`config.mk`:
```
export PLATFORM = sky130hd
export DESIGN_NAME = ram_burst_ctrl
export DESIGN_NICKNAME = d
export VERILOG_FILES = /design/src/rtl/ram_burst_ctrl.sv
export SDC_FILE = /design/constraint.sdc
export NUM_CORES = 1
export LEC_CHECK = 0
export CAP_MARGIN = 20
export CORE_MARGIN = 1
export CORE_UTILIZATION = 25
export DETAILED_ROUTE_END_ITERATION = 8
export HOLD_SLACK_MARGIN = 0.08
export PLACE_DENSITY = 0.45
export SETUP_SLACK_MARGIN = 0.4
export SLEW_MARGIN = 20
export SYNTH_ARGS = -nofsm -noshare
export SYNTH_HDL_FRONTEND = slang
export SYNTH_SLANG_ARGS = --single-unit
```
`constraint.sdc`:
```
create_clock -name clk -period 6.7 [get_ports clk]
set_input_delay 0.67 -clock clk [delete_from_list [all_inputs] [get_ports clk]]
set_output_delay 0.67 -clock clk [all_outputs]
set_load 0.03 [all_outputs]
```
`src/rtl/ram_burst_ctrl.sv`:
```
// ram_burst_ctrl: write-stream fill and read-burst streaming for a 256x32 RAM.
// Write stream s_* -> ram_*; read burst rd_* -> m_* through a 2-entry buffer.
//
// Ports:
//   clk, rst_n            clock, async active-low reset
//   s_valid/s_ready/s_data write stream (IDLE only)
//   rd_start/rd_base/rd_len read burst request (IDLE only, len 1..256)
//   m_valid/m_ready/m_data/m_last read stream
//   busy, done, wr_ptr    status
//   ram_we/ram_addr/ram_din/ram_dout RAM port (1-cycle read latency)
module ram_burst_ctrl #(
  parameter int DATA_W = 32,
  parameter int ADDR_W = 8
) (
  input  logic              clk,
  input  logic              rst_n,
  input  logic              s_valid,
  output logic              s_ready,
  input  logic [DATA_W-1:0] s_data,
  input  logic              rd_start,
  input  logic [ADDR_W-1:0] rd_base,
  input  logic [ADDR_W:0]   rd_len,
  output logic              m_valid,
  input  logic              m_ready,
  output logic [DATA_W-1:0] m_data,
  output logic              m_last,
  output logic              busy,
  output logic              done,
  output logic [ADDR_W-1:0] wr_ptr,
  output logic              ram_we,
  output logic [ADDR_W-1:0] ram_addr,
  output logic [DATA_W-1:0] ram_din,
  input  logic [DATA_W-1:0] ram_dout
);

  localparam int CNT_W = ADDR_W + 1;

  typedef enum logic [1:0] {
    S_IDLE,
    S_RD,
    S_DRAIN
  } state_t;

  state_t r_state;
  state_t w_state_nxt;

  logic [ADDR_W-1:0] r_wr_ptr;
  logic [ADDR_W-1:0] r_rd_ptr;
  logic [CNT_W-1:0]  r_issue_cnt;
  logic [CNT_W-1:0]  r_beat_cnt;
  logic              r_inflight;
  logic [DATA_W-1:0] r_buf [2];
  logic              r_head;
  logic              r_tail;
  logic [1:0]        r_count;

  logic       w_req;
  logic       w_start;
  logic       w_s_ready;
  logic       w_wr;
  logic       w_pop;
  logic       w_issue;
  logic [2:0] w_occ;

  assign w_req = rd_start && (rd_len != '0);
  assign w_start = w_req && (r_state == S_IDLE);

  // Gated by rst_n so s_ready is low while reset is held.
  assign w_s_ready = rst_n && (r_state == S_IDLE) && !w_req;
  assign w_wr = s_valid && w_s_ready;
  assign w_pop = (r_count != 2'd0) && m_ready;

  // Credit counts this cycle's pop so a full-rate stream never bubbles.
  assign w_occ = {1'b0, r_count} + {2'b00, r_inflight}
               - {2'b00, w_pop};
  assign w_issue = (r_state == S_RD) && (r_issue_cnt != '0)
                && (w_occ < 3'd2);

  always_comb begin
    w_state_nxt = r_state;
    unique case (r_state)
      S_IDLE:  if (w_start) w_state_nxt = S_RD;
      S_RD:    if (w_issue && r_issue_cnt == CNT_W'(1))
                 w_state_nxt = S_DRAIN;
      S_DRAIN: if (w_pop && r_beat_cnt == CNT_W'(1))
                 w_state_nxt = S_IDLE;
      default: w_state_nxt = S_IDLE;
    endcase
  end

  always_comb begin
    s_ready  = w_s_ready;
    m_valid  = (r_count != 2'd0);
    m_data   = r_buf[r_head];
    m_last   = m_valid && (r_beat_cnt == CNT_W'(1));
    done     = w_pop && (r_beat_cnt == CNT_W'(1));
    busy     = (r_state != S_IDLE);
    wr_ptr   = r_wr_ptr;
    ram_we   = w_wr;
    ram_addr = w_issue ? r_rd_ptr : r_wr_ptr;
    ram_din  = w_wr ? s_data : '0;
  end

  always_ff @(posedge clk or negedge rst_n) begin
    if (!rst_n) begin
      r_state     <= S_IDLE;
      r_wr_ptr    <= '0;
      r_rd_ptr    <= '0;
      r_issue_cnt <= '0;
      r_beat_cnt  <= '0;
      r_inflight  <= 1'b0;
      r_buf[0]    <= '0;
      r_buf[1]    <= '0;
      r_head      <= 1'b0;
      r_tail      <= 1'b0;
      r_count     <= 2'd0;
    end else begin
      r_state <= w_state_nxt;
      if (w_wr) r_wr_ptr <= r_wr_ptr + ADDR_W'(1);
      if (w_start) begin
        r_rd_ptr    <= rd_base;
        r_issue_cnt <= rd_len;
        r_beat_cnt  <= rd_len;
      end else begin
        if (w_issue) begin
          r_rd_ptr    <= r_rd_ptr + ADDR_W'(1);
          r_issue_cnt <= r_issue_cnt - CNT_W'(1);
        end
        if (w_pop) r_beat_cnt <= r_beat_cnt - CNT_W'(1);
      end
      r_inflight <= w_issue;
      // Data for last cycle's issue is on ram_dout now.
      if (r_inflight) begin
        r_buf[r_tail] <= ram_dout;
        r_tail        <= ~r_tail;
      end
      if (w_pop) r_head <= ~r_head;
      r_count <= r_count + {1'b0, r_inflight} - {1'b0, w_pop};
    end
  end

endmodule

```
-- Word level (Yosys, flattened, before mapping)
Index checks and enable logic that the tools add are counted.
- logic and storage cells: 73
- flip-flop bits (word level): 105
- bits of input ports: 86
- $add $sub $neg: 8
- bitwise logic cells: 4
- reductions and logical operators: 21
- eq/ne operators: 7
- multiplexer cells: 18
- $lt $le $gt $ge: 4
- operators by type and width (kind ; number):
    two-way mux 32 bit ; 5
    bitwise mux 64 bit ; 1
    two-way mux 9 bit ; 4
    demux 32 bit (select 1 bit) ; 1
    two-way mux 8 bit ; 3
    == test 9 x 1 -> 1 bit (second input constant) ; 2
    nonzero test 9 bit ; 2
    subtractor 9 x 1 -> 9 bit (second input constant) ; 2
    adder 8 x 1 -> 8 bit (second input constant) ; 2
    logical AND 1 bit ; 12
    nonzero test 2 bit ; 4
    two-way mux 2 bit ; 3
    case mux 2 bit (3 select lines) ; 1
    >= comparator 2 bit (second input constant) ; 2
    inequality test 2 bit (second input constant) ; 2
    inverter 1 -> 2 bit ; 2
    adder 2 x 1 -> 3 bit ; 1
    less-than comparator 3 x 2 -> 1 bit (second input constant) ; 1
    AND reduction 3 bit ; 1
    subtractor 3 x 1 -> 3 bit ; 1
    adder 2 x 1 -> 2 bit ; 1
    == test 2 x 1 -> 1 bit (second input constant) ; 1
    == test 2 bit (second input constant) ; 1
    zero test 2 bit ; 1
    5 further kinds ; 6

-- Logic depth before layout (Yosys ltp)
Gate-level depths: netlist of the first run.
- depth in word-level cells: 8
- mapped depth: 13
- depth with buffers taken out: 12

-- Worst setup path before layout of the first run
OpenSTA, ideal clock, no wires.
- path kind: input port to output port
- from: input m_ready
- to: output ram_addr[0]
- data required time: 6.030 ns
- stages on the path: 13
- setup slack: 2.890 ns
- data arrival time: 3.140 ns
- path through: o21ai_1 inv_1 ha_1 inv_1 ha_1 inv_1 fa_1 xnor2_1 and3_1 clkbuf_1 nand2_1 inv_2 mux2_2
- longest elaborated chain between the ends: 5
- ends and longest elaborated chain (element ; line ; RTL):
    from (decl) ; 24 ; input logic m_ready,
    logical AND 1 bit ; 71 ; assign w_pop = (r_count != 2'd0) && m_ready;
    net w_pop ; 61 ; logic w_pop;
    subtractor 3 x 1 -> 3 bit ; 75 ; - {2'b00, w_pop};
    less-than comparator 3 x 2 -> 1 bit ; 77 ; && (w_occ < 3'd2);
    logical AND 1 bit ; 77 ;
    net w_issue ; 62 ; logic w_issue;
    two-way mux 8 bit ; 100 ; ram_addr = w_issue ? r_rd_ptr : r_wr_ptr;
    to (decl) ; 31 ; output logic [ADDR_W-1:0] ram_addr,
The timed path passes the listed nets, and every way through them passes these cells.

-- Final worst setup path of the first run
- from: input m_ready
- to: output ram_addr[6]
The elaborated chain is that of the path after synthesis.

==> impl_metrics.env, run 1 <==
export IMPL_synth_top_family_by_area="multiplexers"
export IMPL_drive_gt1_share_pct=22.2
export IMPL_cts_buffer_depth=2
export IMPL_syn_to_final_growth_pct=42.7
export IMPL_hold_buffers=0
export IMPL_cpPeakStageDelay_ps=600
export IMPL_grt_pass1_vias=4504
export IMPL_hold_path_class="primary input to async pin"
export IMPL_synthAdderAreaFrac_pct=2.45
export IMPL_wire_per_inst_um=16.9
export IMPL_synth_ff_type="dfrtp_1"
export IMPL_intPower_uw=2210
export IMPL_cp_num_cells=14
export IMPL_cts_setup_buffers=0
export IMPL_finalClockSkew_ps=8.46
export IMPL_syn_avg_cell_area_um2=11.8
export IMPL_crit_fanout=9
export IMPL_max_slew_margin_pct=45.9
export IMPL_swShare_pct=41.1
export IMPL_placed_cell_area_mm2=0.00741
export IMPL_dr_total_vias=4302
export IMPL_dp_slack_ps=1630
export IMPL_status="complete, no violations"
export IMPL_nets=718
export IMPL_worstMarginPinSlew_ps=812
export IMPL_cts_root_buf="clkbuf_16"
export IMPL_core_area_mm2=0.0212
export IMPL_worstPathArrival_ps=4400
export IMPL_synthXorXnorAreaFrac_pct=2.91
export IMPL_grt_max_degree=65
export IMPL_p_leak_uw=0.00317
export IMPL_cts_resized_gates=0
export IMPL_period_needed_ps=5070
export IMPL_cts_tree="built"
export IMPL_start_util_pct=25.6
export IMPL_crit_family="buffers and inverters"
export IMPL_synthMuxAreaShare_pct=21.8
export IMPL_worstSetupStartpointType="primary input"
export IMPL_rows=53
export IMPL_crit_required_ps=6030
export IMPL_final_setup_worst_slack_ps=1630
export IMPL_die_y_um=149
export IMPL_track_usage_pct=13.9
export IMPL_hold_violations=0
export IMPL_final_common_cell="clkdlybuf4s50_1"
export IMPL_cts_buffers=9
export IMPL_dpl_hpwl_um=10700
export IMPL_setup_tns_final_ps=0
export IMPL_ff2ff_path_depth=11
export IMPL_power_frac_comb_pct=54.9
export IMPL_cts_sinks=105
export IMPL_drt_first_pass_iters=4
export IMPL_yosysUniqueCellTypes=54
export IMPL_ys_async_sr_fraction_pct=100
export IMPL_drtAntennaViolNets=0
export IMPL_register_area_mm2=0.00263
export IMPL_synth_edf_count=0
export IMPL_fillCellCount=2086
export IMPL_syn_area_mm2=0.00542
export IMPL_drc_errors=0
export IMPL_seqPwrFrac_pct=31.2
export IMPL_fin_util_pct=36.6
export IMPL_clock_latency_ps=350
export IMPL_drt_vias_per_instance=4.77
export IMPL_path_clk_slew_ps=80
export IMPL_drv_cap=0
export IMPL_cp_cell_sequence="clkdlybuf4s50_1 -> o21ai_1 -> inv_1 -> ha_1 -> inv_1 -> ha_1 -> inv_1 -> fa_1 -> xnor2_1 -> and3_1 -> nand2_1 -> inv_2 -> mux2_2 -> clkdlybuf4s50_1"
export IMPL_fin_area_mm2=0.00773
export IMPL_globalRouteOverflowTotal=0
export IMPL_grt_pass1_wl_um=24100
export IMPL_pwr_density_cell_mw_per_mm2=485
export IMPL_crit_slowest_cell="clkdlybuf4s50_1"
export IMPL_multi_input_area_mm2=0.00265
export IMPL_crit_type="primary input to primary output"
export IMPL_reg2reg_from="r_count[1]$_DFF_PN0_"
export IMPL_fin_crit_sh_pct=75.7
export IMPL_cp_end_kind="primary output"
export IMPL_cp_endpoint="ram_addr[6]"
export IMPL_yosys_warnings=0
export IMPL_die_width_um=149
export IMPL_rsz0062_at_grt="no"
export IMPL_syn_nets=555
export IMPL_reg2reg_slack_ps=3080
export IMPL_synth_cells=459
export IMPL_ioPinCount=172
export IMPL_report_final_slew_viol_count=0
export IMPL_die_area_mm2=0.0223
export IMPL_max_freq_mhz=197
export IMPL_r2r_end="r_rd_ptr[3]$_DFFE_PN0P_"
export IMPL_ys_ff_latch=105
export IMPL_setup_viol=0
export IMPL_htree_num_levels=3
export IMPL_cp_num_buf_inv=6
export IMPL_port_buffers=171
export IMPL_grt_antenna_before_repair=0
export IMPL_n_antenna_cell=0
export IMPL_drt_iter0_markers=161
export IMPL_power_switching_uw=1540
export IMPL_final_cell_mix="170 x clkdlybuf4s50_1, 105 x mux2_2, 105 x dfrtp_1, 36 x and3_1, 16 x nor2_1"
export IMPL_yosysSeqAreaShare_pct=48.5
export IMPL_place_congestion=0.823
export IMPL_synth_compound_area_share_pct=7.37
export IMPL_routed_wl_um=15300
export IMPL_clkPwrFrac_pct=13.9
export IMPL_vdd_drop_max_mv=0.401
export IMPL_synthSimpleGateAreaFrac_pct=13.9
export IMPL_path_common_cell="inv_1"
export IMPL_startpoint="m_ready"
power groups by stage:
stage / sequential, uW / combinational [uW] / clock (uW)
floorplan: 1110 / 1400 / 0
global placement: 1160 / 2050 / 0
detailed placement: 1180 / 2070 / 0
CTS: 1170 / 2080 / 541
global route: 1220 / 2220 / 567
finish: 1170 / 2060 / 521
registers in the layout, indices dropped and copies added (netlist names):
signal / flops
r_buf: 64
r_beat_cnt: 9
r_issue_cnt: 9
r_rd_ptr: 8
wr_ptr: 8
r_count: 2
r_state: 2
r_head: 1
r_inflight: 1
r_tail: 1
cell usage after synthesis (all sizes together), types with 4 or more instances:
library cell    n  share of area [%]
mux2          105                 22
buf            12                1.2
nand2b          4               0.46
nor2           16                1.1
a31oi           6               0.69
xnor2          13                2.1
nor3            6               0.55
or3             4               0.46
a221o           5               0.92
or4             6               0.90
inv            14               0.97
and2            5               0.58
o41ai           5                1.3
a21oi           5               0.53
ha              9                2.1
nand3          11                1.0
clkbuf         13               0.90
dfrtp         105                 48
xor2            5               0.81
nand2          15                1.0
or2             4               0.46
o21ai          13                1.2
and3           37                4.3
nand4           8               0.92
worst reg2reg max path, delay by kind of cell, from the launching register on:
family          cells  cell delay, ps
compound gates      2             560
flops               1             450
buf+inv             3             270
simple gates        2            1240
fa+ha+maj           3             800
xor+xnor            1             230
area by class of cell:
| type | count | share of cell area [%] |
|---|---|---|
| multi-input combinational | 315 | 34.2 |
| sequential | 105 | 34.0 |
| clock buffer | 11 | 3.27 |
| clock inverter | 5 | 0.518 |
| tap | 275 | 4.45 |
| inverter | 14 | 0.680 |
| timing repair buffer | 177 | 22.9 |
worst min path at each step:
stage	start	endpoint	cells past startpoint
floorplan	rst_n	r_beat_cnt[0]$_DFFE_PN0P_	0
global placement	r_buf[1]$_DFFE_PN0P_	r_buf[1]$_DFFE_PN0P_	1
detailed placement	r_buf[12]$_DFFE_PN0P_	r_buf[12]$_DFFE_PN0P_	1
CTS	rst_n	r_beat_cnt[0]$_DFFE_PN0P_	1
global route	rst_n	r_beat_cnt[0]$_DFFE_PN0P_	1
finish	rst_n	r_beat_cnt[0]$_DFFE_PN0P_	1
metrics by stage:
step | total power [uW] | hold WS, ps | cells
global route | 4010 | 372 | 902
finish | 3750 | 330 | 902
floorplan | 2510 | 374 | 459
global placement | 3210 | 481 | 884
detailed placement | 3250 | 487 | 884
CTS | 3790 | 355 | 900
cell families (layout without fill, tap and decap cells):
logic type	Yosys count	after routing
buffers and inverters	39	207
AND/OR/NAND/NOR	130	130
XOR/XNOR	18	18
adder cells (fa/ha/maj)	10	10
flip-flops	105	105
AO/OA/AOI/OAI	52	52
multiplexers	105	105
per-layer routing:
| metal | routed length (um) | part of all wire (%) | track usage [%] |
|---|---|---|---|
| met1 | 7040 | 46 | 18.7 |
| met2 | 7290 | 48 | 22.6 |
| met3 | 781 | 5.1 | 2.57 |
| met4 | 163 | 1.1 | 4.08 |
| met5 | 0 | 0 | 0 |
(Power assumes the default switching activity.)
==> inputs of run 2 (changes only) <==
Clock period 6.7 ns to 5.1 ns, I/O delays scaled along.
==> impl_metrics.env, run 2 (synthesis results as in run 1) <==
export IMPL_grt_pass1_vias=4410
export IMPL_setup_tns_final_ps=0
export IMPL_finalClockSkew_ps=9.01
export IMPL_cts_buffer_depth=2
export IMPL_wl_met1_um=7010
export IMPL_vdd_drop_max_mv=0.405
export IMPL_drt_vias_per_instance=4.77
export IMPL_wire_per_inst_um=17.1
export IMPL_wl_met3_um=811
export IMPL_drt_first_pass_iters=4
export IMPL_cts_sinks=105
export IMPL_core_area_mm2=0.0212
export IMPL_hold_path_class="primary input to async pin"
export IMPL_power_frac_comb_pct=55.1
export IMPL_crit_fanout=9
export IMPL_nets=719
export IMPL_largest_reg_flops=64
export IMPL_setup_viol=0
export IMPL_drv_cap=0
export IMPL_routed_top_layer="met5"
export IMPL_status="complete, no violations"
export IMPL_pwr_density_cell_mw_per_mm2=640
export IMPL_ioPinCount=172
export IMPL_worstSetupStartpointType="primary input"
export IMPL_cts_setup_buffers=0
export IMPL_clkPwrFrac_pct=14.2
export IMPL_cts_root_buf="clkbuf_16"
export IMPL_die_area_mm2=0.0223
export IMPL_cts_buffers=9
export IMPL_routed_wl_um=15500
export IMPL_largest_register="r_buf"
export IMPL_rsz0062_at_grt="no"
export IMPL_cp_end_kind="primary output"
export IMPL_htree_num_levels=3
export IMPL_globalRouteOverflowTotal=0
export IMPL_start_util_pct=25.6
export IMPL_drtAntennaViolNets=0
export IMPL_multi_input_area_mm2=0.00265
export IMPL_cts_tree="built"
export IMPL_hold_buffers=0
export IMPL_worstMarginPinSlew_ps=1010
export IMPL_dr_wl_met2_um=7490
export IMPL_hold_violations=0
export IMPL_die_y_um=149
export IMPL_seqPwrFrac_pct=30.7
export IMPL_dr_total_vias=4306
export IMPL_period_needed_ps=4400
export IMPL_final_common_cell="clkdlybuf4s50_1"
export IMPL_n_antenna_cell=0
export IMPL_swShare_pct=40.7
export IMPL_fillCellCount=2091
export IMPL_power_switching_uw=2020
export IMPL_report_final_slew_viol_count=0
export IMPL_p_leak_uw=0.00318
export IMPL_path_clk_slew_ps=70
export IMPL_track_usage_pct=14.1
export IMPL_final_cell_mix="170 x clkdlybuf4s50_1, 105 x mux2_2, 105 x dfrtp_1, 36 x and3_1, 16 x nor2_1"
export IMPL_fin_crit_sh_pct=86.3
export IMPL_die_width_um=149
export IMPL_holdWs_ps=417
export IMPL_port_buffers=171
export IMPL_drt_iter0_markers=140
export IMPL_crit_required_ps=4590
export IMPL_place_congestion=0.819
export IMPL_dpl_hpwl_um=10900
export IMPL_max_freq_mhz=227
export IMPL_syn_to_final_growth_pct=43.0
export IMPL_grt_pass1_wl_um=24300
export IMPL_drc_errors=0
export IMPL_reg_top3="r_buf (64), r_beat_cnt (9), r_issue_cnt (9)"
export IMPL_clock_latency_ps=350
export IMPL_drive_gt1_share_pct=22.3
export IMPL_max_slew_margin_pct=32.4
export IMPL_rows=53
export IMPL_intPower_uw=2940
export IMPL_crit_type="primary input to primary output"
export IMPL_worstPathArrival_ps=3890
export IMPL_grt_max_degree=69
export IMPL_register_area_mm2=0.00263
export IMPL_grt_antenna_before_repair=1
[run 2: changes by cell type in the layout (fill, tap and decap cells not counted), moves of 2 or more]
cell,change
inv_6,+2
buf_4,+2
clkbuf_8,-2
clkinv_4,-3
[run 2: worst paths after layout]
| kind | from | endpoint | slack [ps] | depth (start not counted) |
|---|---|---|---|---|
| max | m_ready | ram_addr[2] | 700 | 14 |
| min | rst_n | r_head$_DFFE_PN0P_ | 420 | 2 |
| max reg2reg | r_count[1]$_DFF_PN0_ | r_rd_ptr[4]$_DFFE_PN0P_ | 1640 | 11 |
| min reg2reg | r_buf[48]$_DFFE_PN0P_ | r_buf[48]$_DFFE_PN0P_ | 500 | 1 |
| max in group asynchronous | rst_n | r_issue_cnt[8]$_DFFE_PN0P_ | 3630 | 3 |
| min in group clk | r_buf[48]$_DFFE_PN0P_ | r_buf[48]$_DFFE_PN0P_ | 500 | 1 |
[run 2: power groups by stage]
| stage | clock network, uW | logic [uW] | registers (uW) |
|---|---|---|---|
| finish | 702 | 2730 | 1520 |
| floorplan | 0 | 1840 | 1460 |
| global placement | 0 | 2710 | 1520 |
| detailed placement | 0 | 2740 | 1540 |
| global route | 763 | 2940 | 1590 |
| CTS | 732 | 2760 | 1520 |
[run 2: through the flow]
step	cell area [um^2]	setup slack [ps]	util [%]	total power [uW]	cells
after global placement	7420	613	35.1	4240	886
final	7750	698	36.6	4960	903
after global routing	7750	492	36.6	5300	903
after floorplan	5420	1580	-	3300	459
after detailed placement	7420	565	35.1	4280	886
after CTS	7720	542	36.5	5020	902
[run 2: what timing repair did]
action	4_1_cts	5_1_grt
gates resized for setup	0	1
endpoints found under the hold margin	0	0
setup endpoints to repair	0	7
[run 2: metal layers]
layer,up-vias,global-route usage (%)
li1,2021,-
met1,2144,18.4
met2,127,23.7
met3,12,2.97
met4,2,3.42
met5,-,0
[run 2: area by class of cell]
class	count	area share (%)
tap	275	4.44
clock inverter	6	0.856
multi-input combinational	315	34.2
timing repair buffer	178	23.0
inverter	14	0.678
clock buffer	10	2.95
sequential	105	33.9
[run 2: critical path, cell delays in order]
cell and delay (ps):
clkdlybuf4s50_1 460, o21ai_2 150, inv_1 140, ha_1 290, inv_1 60, ha_1 130
inv_1 40, fa_1 370, xnor2_1 230, and3_1 230, nand2_1 140, inv_2 190
mux2_2 360, clkdlybuf4s50_1 600
==> inputs of run 3 (changes only) <==
--- a/config.mk
+++ b/config.mk
@@ -7,2 +7,3 @@
 export LEC_CHECK = 0
+export ABC_AREA = 1
 export CAP_MARGIN = 20
==> constraint.sdc (replaced) <==
create_clock -name clk -period 5.1 [get_ports clk]
set_input_delay 1.02 -clock clk [delete_from_list [all_inputs] [get_ports clk]]
set_output_delay 1.02 -clock clk [all_outputs]
set_load 0.03 [all_outputs]
==> impl_metrics.env, run 3 <==
export IMPL_grt_pass1_vias=5115
export IMPL_routed_wl_um=16800
export IMPL_dr_wl_met2_um=7530
export IMPL_routed_top_layer="met4"
export IMPL_largest_reg_flops=64
export IMPL_yosysUniqueCellTypes=29
export IMPL_reg2reg_slack_ps=2330
export IMPL_final_common_cell="nand2_1"
export IMPL_max_freq_mhz=224
export IMPL_setup_viol=0
export IMPL_ff2ff_path_depth=14
export IMPL_cts_tree="built"
export IMPL_cts_buffers=9
export IMPL_cp_cell_sequence="clkdlybuf4s50_1 -> inv_1 -> nor2_2 -> ha_1 -> inv_1 -> ha_1 -> inv_1 -> fa_1 -> xnor2_1 -> nand3_1 -> nor2_4 -> buf_8 -> nand2_1 -> nand2_1 -> buf_4"
export IMPL_r2r_end="r_rd_ptr[0]$_DFFE_PN0P_"
export IMPL_cpPeakStageDelay_ps=480
export IMPL_cts_buffer_depth=2
export IMPL_grt_pass1_wl_um=27000
export IMPL_reg_top3="r_buf (64), r_beat_cnt (9), r_issue_cnt (9)"
export IMPL_max_slew_margin_pct=48.7
export IMPL_globalRouteOverflowTotal=0
export IMPL_worstPathArrival_ps=3450
export IMPL_synth_top_area_share_pct=45.0
export IMPL_hold_violations=0
export IMPL_syn_to_final_growth_pct=39.0
export IMPL_wl_met3_um=713
export IMPL_die_width_um=155
export IMPL_n_antenna_cell=0
export IMPL_yosysSeqAreaShare_pct=45.0
export IMPL_synth_most_common_cell="nand2_1"
export IMPL_crit_fanout=10
export IMPL_die_area_mm2=0.0240
export IMPL_min_delay_start="r_buf[39]$_DFFE_PN0P_"
export IMPL_nets=1065
export IMPL_cts_sinks=105
export IMPL_drt_first_pass_iters=4
export IMPL_synthTopCellsByArea="dfrtp_1 45%, nand2_1 17%, inv_1 8.1%"
export IMPL_holdPathStages=2
export IMPL_setup_tns_final_ps=0
export IMPL_cts_root_buf="clkbuf_16"
export IMPL_largest_register="r_buf"
export IMPL_ys_async_sr_fraction_pct=100
export IMPL_p_leak_uw=0.00414
export IMPL_clock_latency_ps=350
export IMPL_hold_path_class="register to register"
export IMPL_drc_errors=0
export IMPL_status="complete, no violations"
export IMPL_die_y_um=155
export IMPL_grt_antenna_before_repair=0
export IMPL_period_needed_ps=4470
export IMPL_synth_ff_type="dfrtp_1"
export IMPL_drv_cap=0
export IMPL_final_cell_mix="269 x nand2_1, 162 x clkdlybuf4s50_1, 126 x inv_1, 105 x dfrtp_1, 73 x nand3_1"
export IMPL_yosys_warnings=0
export IMPL_drt_vias_per_instance=4.12
export IMPL_register_area_mm2=0.00263
export IMPL_reg2reg_from="r_count[1]$_DFF_PN0_"
export IMPL_place_inst=1270
export IMPL_dpl_hpwl_um=11600
export IMPL_path_common_cell="inv_1"
export IMPL_fin_crit_sh_pct=87.6
export IMPL_core_area_mm2=0.0228
export IMPL_fin_util_pct=35.7
export IMPL_dr_total_vias=5294
export IMPL_cp_end_kind="primary output"
export IMPL_wire_per_inst_um=13.0
export IMPL_yosysTopAreaCell="dfrtp_1"
export IMPL_cts_setup_buffers=0
export IMPL_syn_avg_cell_area_um2=7.19
export IMPL_crit_type="primary input to primary output"
export IMPL_drive_gt1_share_pct=6.47
export IMPL_path_clk_slew_ps=80
export IMPL_htree_num_levels=3
export IMPL_synth_commonest_cells="270 x nand2_1, 126 x inv_1, 105 x dfrtp_1"
export IMPL_fin_cells=1286
export IMPL_synth_cells=812
export IMPL_grt_max_degree=65
export IMPL_startpoint="m_ready"
export IMPL_crit_slowest_cell="clkdlybuf4s50_1"
export IMPL_synth_edf_count=0
export IMPL_finalClockSkew_ps=11.5
export IMPL_rsz0062_at_grt="yes"
export IMPL_port_buffers=171
export IMPL_holdWs_ps=485
export IMPL_report_final_slew_viol_count=0
export IMPL_ioPinCount=172
export IMPL_vdd_drop_max_mv=0.317
export IMPL_worstSetupStartpointType="primary input"
export IMPL_rows=55
export IMPL_worstMarginPinSlew_ps=768
export IMPL_syn_nets=908
export IMPL_fillCellCount=2381
export IMPL_pwr_density_cell_mw_per_mm2=603
export IMPL_min_to="r_buf[39]$_DFFE_PN0P_"
export IMPL_wl_met1_um=8310
export IMPL_syn_area_mm2=0.00584
export IMPL_start_util_pct=25.6
export IMPL_place_congestion=0.757
export IMPL_track_usage_pct=14.3
export IMPL_drtAntennaViolNets=0
export IMPL_ys_ff_latch=105
export IMPL_multi_input_area_mm2=0.00256
export IMPL_p_total_uw=4900
export IMPL_drt_iter0_markers=272
export IMPL_crit_required_ps=4080
## run 3: changes by cell type after synthesis, sizes merged, moves of 53 or more
cell,change
mux2,-105
o21ai,+64
inv,+115
nand3,+65
nand2,+261
nor2,+53
## run 3: layout make-up
| type | instances | share of cell area, % |
|---|---|---|
| inverters | 129 | 5.99 |
| repair buffers | 182 | 21.8 |
| flip-flops and latches | 105 | 32.3 |
| clock buffers | 9 | 2.77 |
| clock inverters | 6 | 0.647 |
| well taps | 313 | 4.82 |
| multi-input cells | 542 | 31.6 |
## run 3: kinds of logic after synthesis
family / count (synthesis) / synth area share (%)
AND/OR/NAND/NOR: 442 / 32.4
adder cells (fa/ha/maj): 10 / 2.27
flip-flops: 105 / 45.0
buffers and inverters: 165 / 11.5
XOR/XNOR: 12 / 1.80
AO/OA/AOI/OAI: 78 / 7.00
## run 3: per-stage QoR
stage          worst slack (ps)  cell area [um^2]
4_1_cts                     492              8090
6_report                    630              8120
5_1_grt                     423              8120
3_5_place_dp                240              7820
3_3_place_gp                243              7820
2_1_floorplan               682              5840
## run 3: critical path: cells and delay by family
kind,cells,cell delay [ps]
and+or+nand+nor,5,540
buffers and inverters,6,940
adders and majority gates,3,760
xor gates and xnor gates,1,160
## run 3: worst max-delay path by stage
| stage | to | cells after the start |
|---|---|---|
| detailed placement | ram_addr[0] | 13 |
| global route | ram_addr[2] | 15 |
| finish | ram_addr[2] | 15 |
| global placement | ram_addr[0] | 13 |
| floorplan | ram_addr[0] | 13 |
| CTS | ram_addr[2] | 15 |
## run 3: what timing repair did
item / in CTS / in global routing
setup endpoints to repair: 1 / 8
pin swaps: 0 / 0
cloned: 0 / 1
resized for setup: 1 / 9
hold buffers: 0 / 0
## run 3: layer usage
| metal | vias to the layer above | track usage [%] |
|---|---|---|
| li1 | 2803 | - |
| met1 | 2360 | 19.7 |
| met2 | 116 | 22.6 |
| met3 | 15 | 3.09 |
| met4 | 0 | 3.63 |
| met5 | - | 0 |
## run 3: where the power goes
| group | switching (uW) | total (uW) | leakage [uW] | internal, uW |
|---|---|---|---|---|
| clock | 337 | 674 | 0.000135 | 337 |
| sequential | 257 | 1480 | 0.00130 | 1220 |
| combinational | 1720 | 2740 | 0.00271 | 1030 |
| total | 2310 | 4900 | 0.00414 | 2590 |
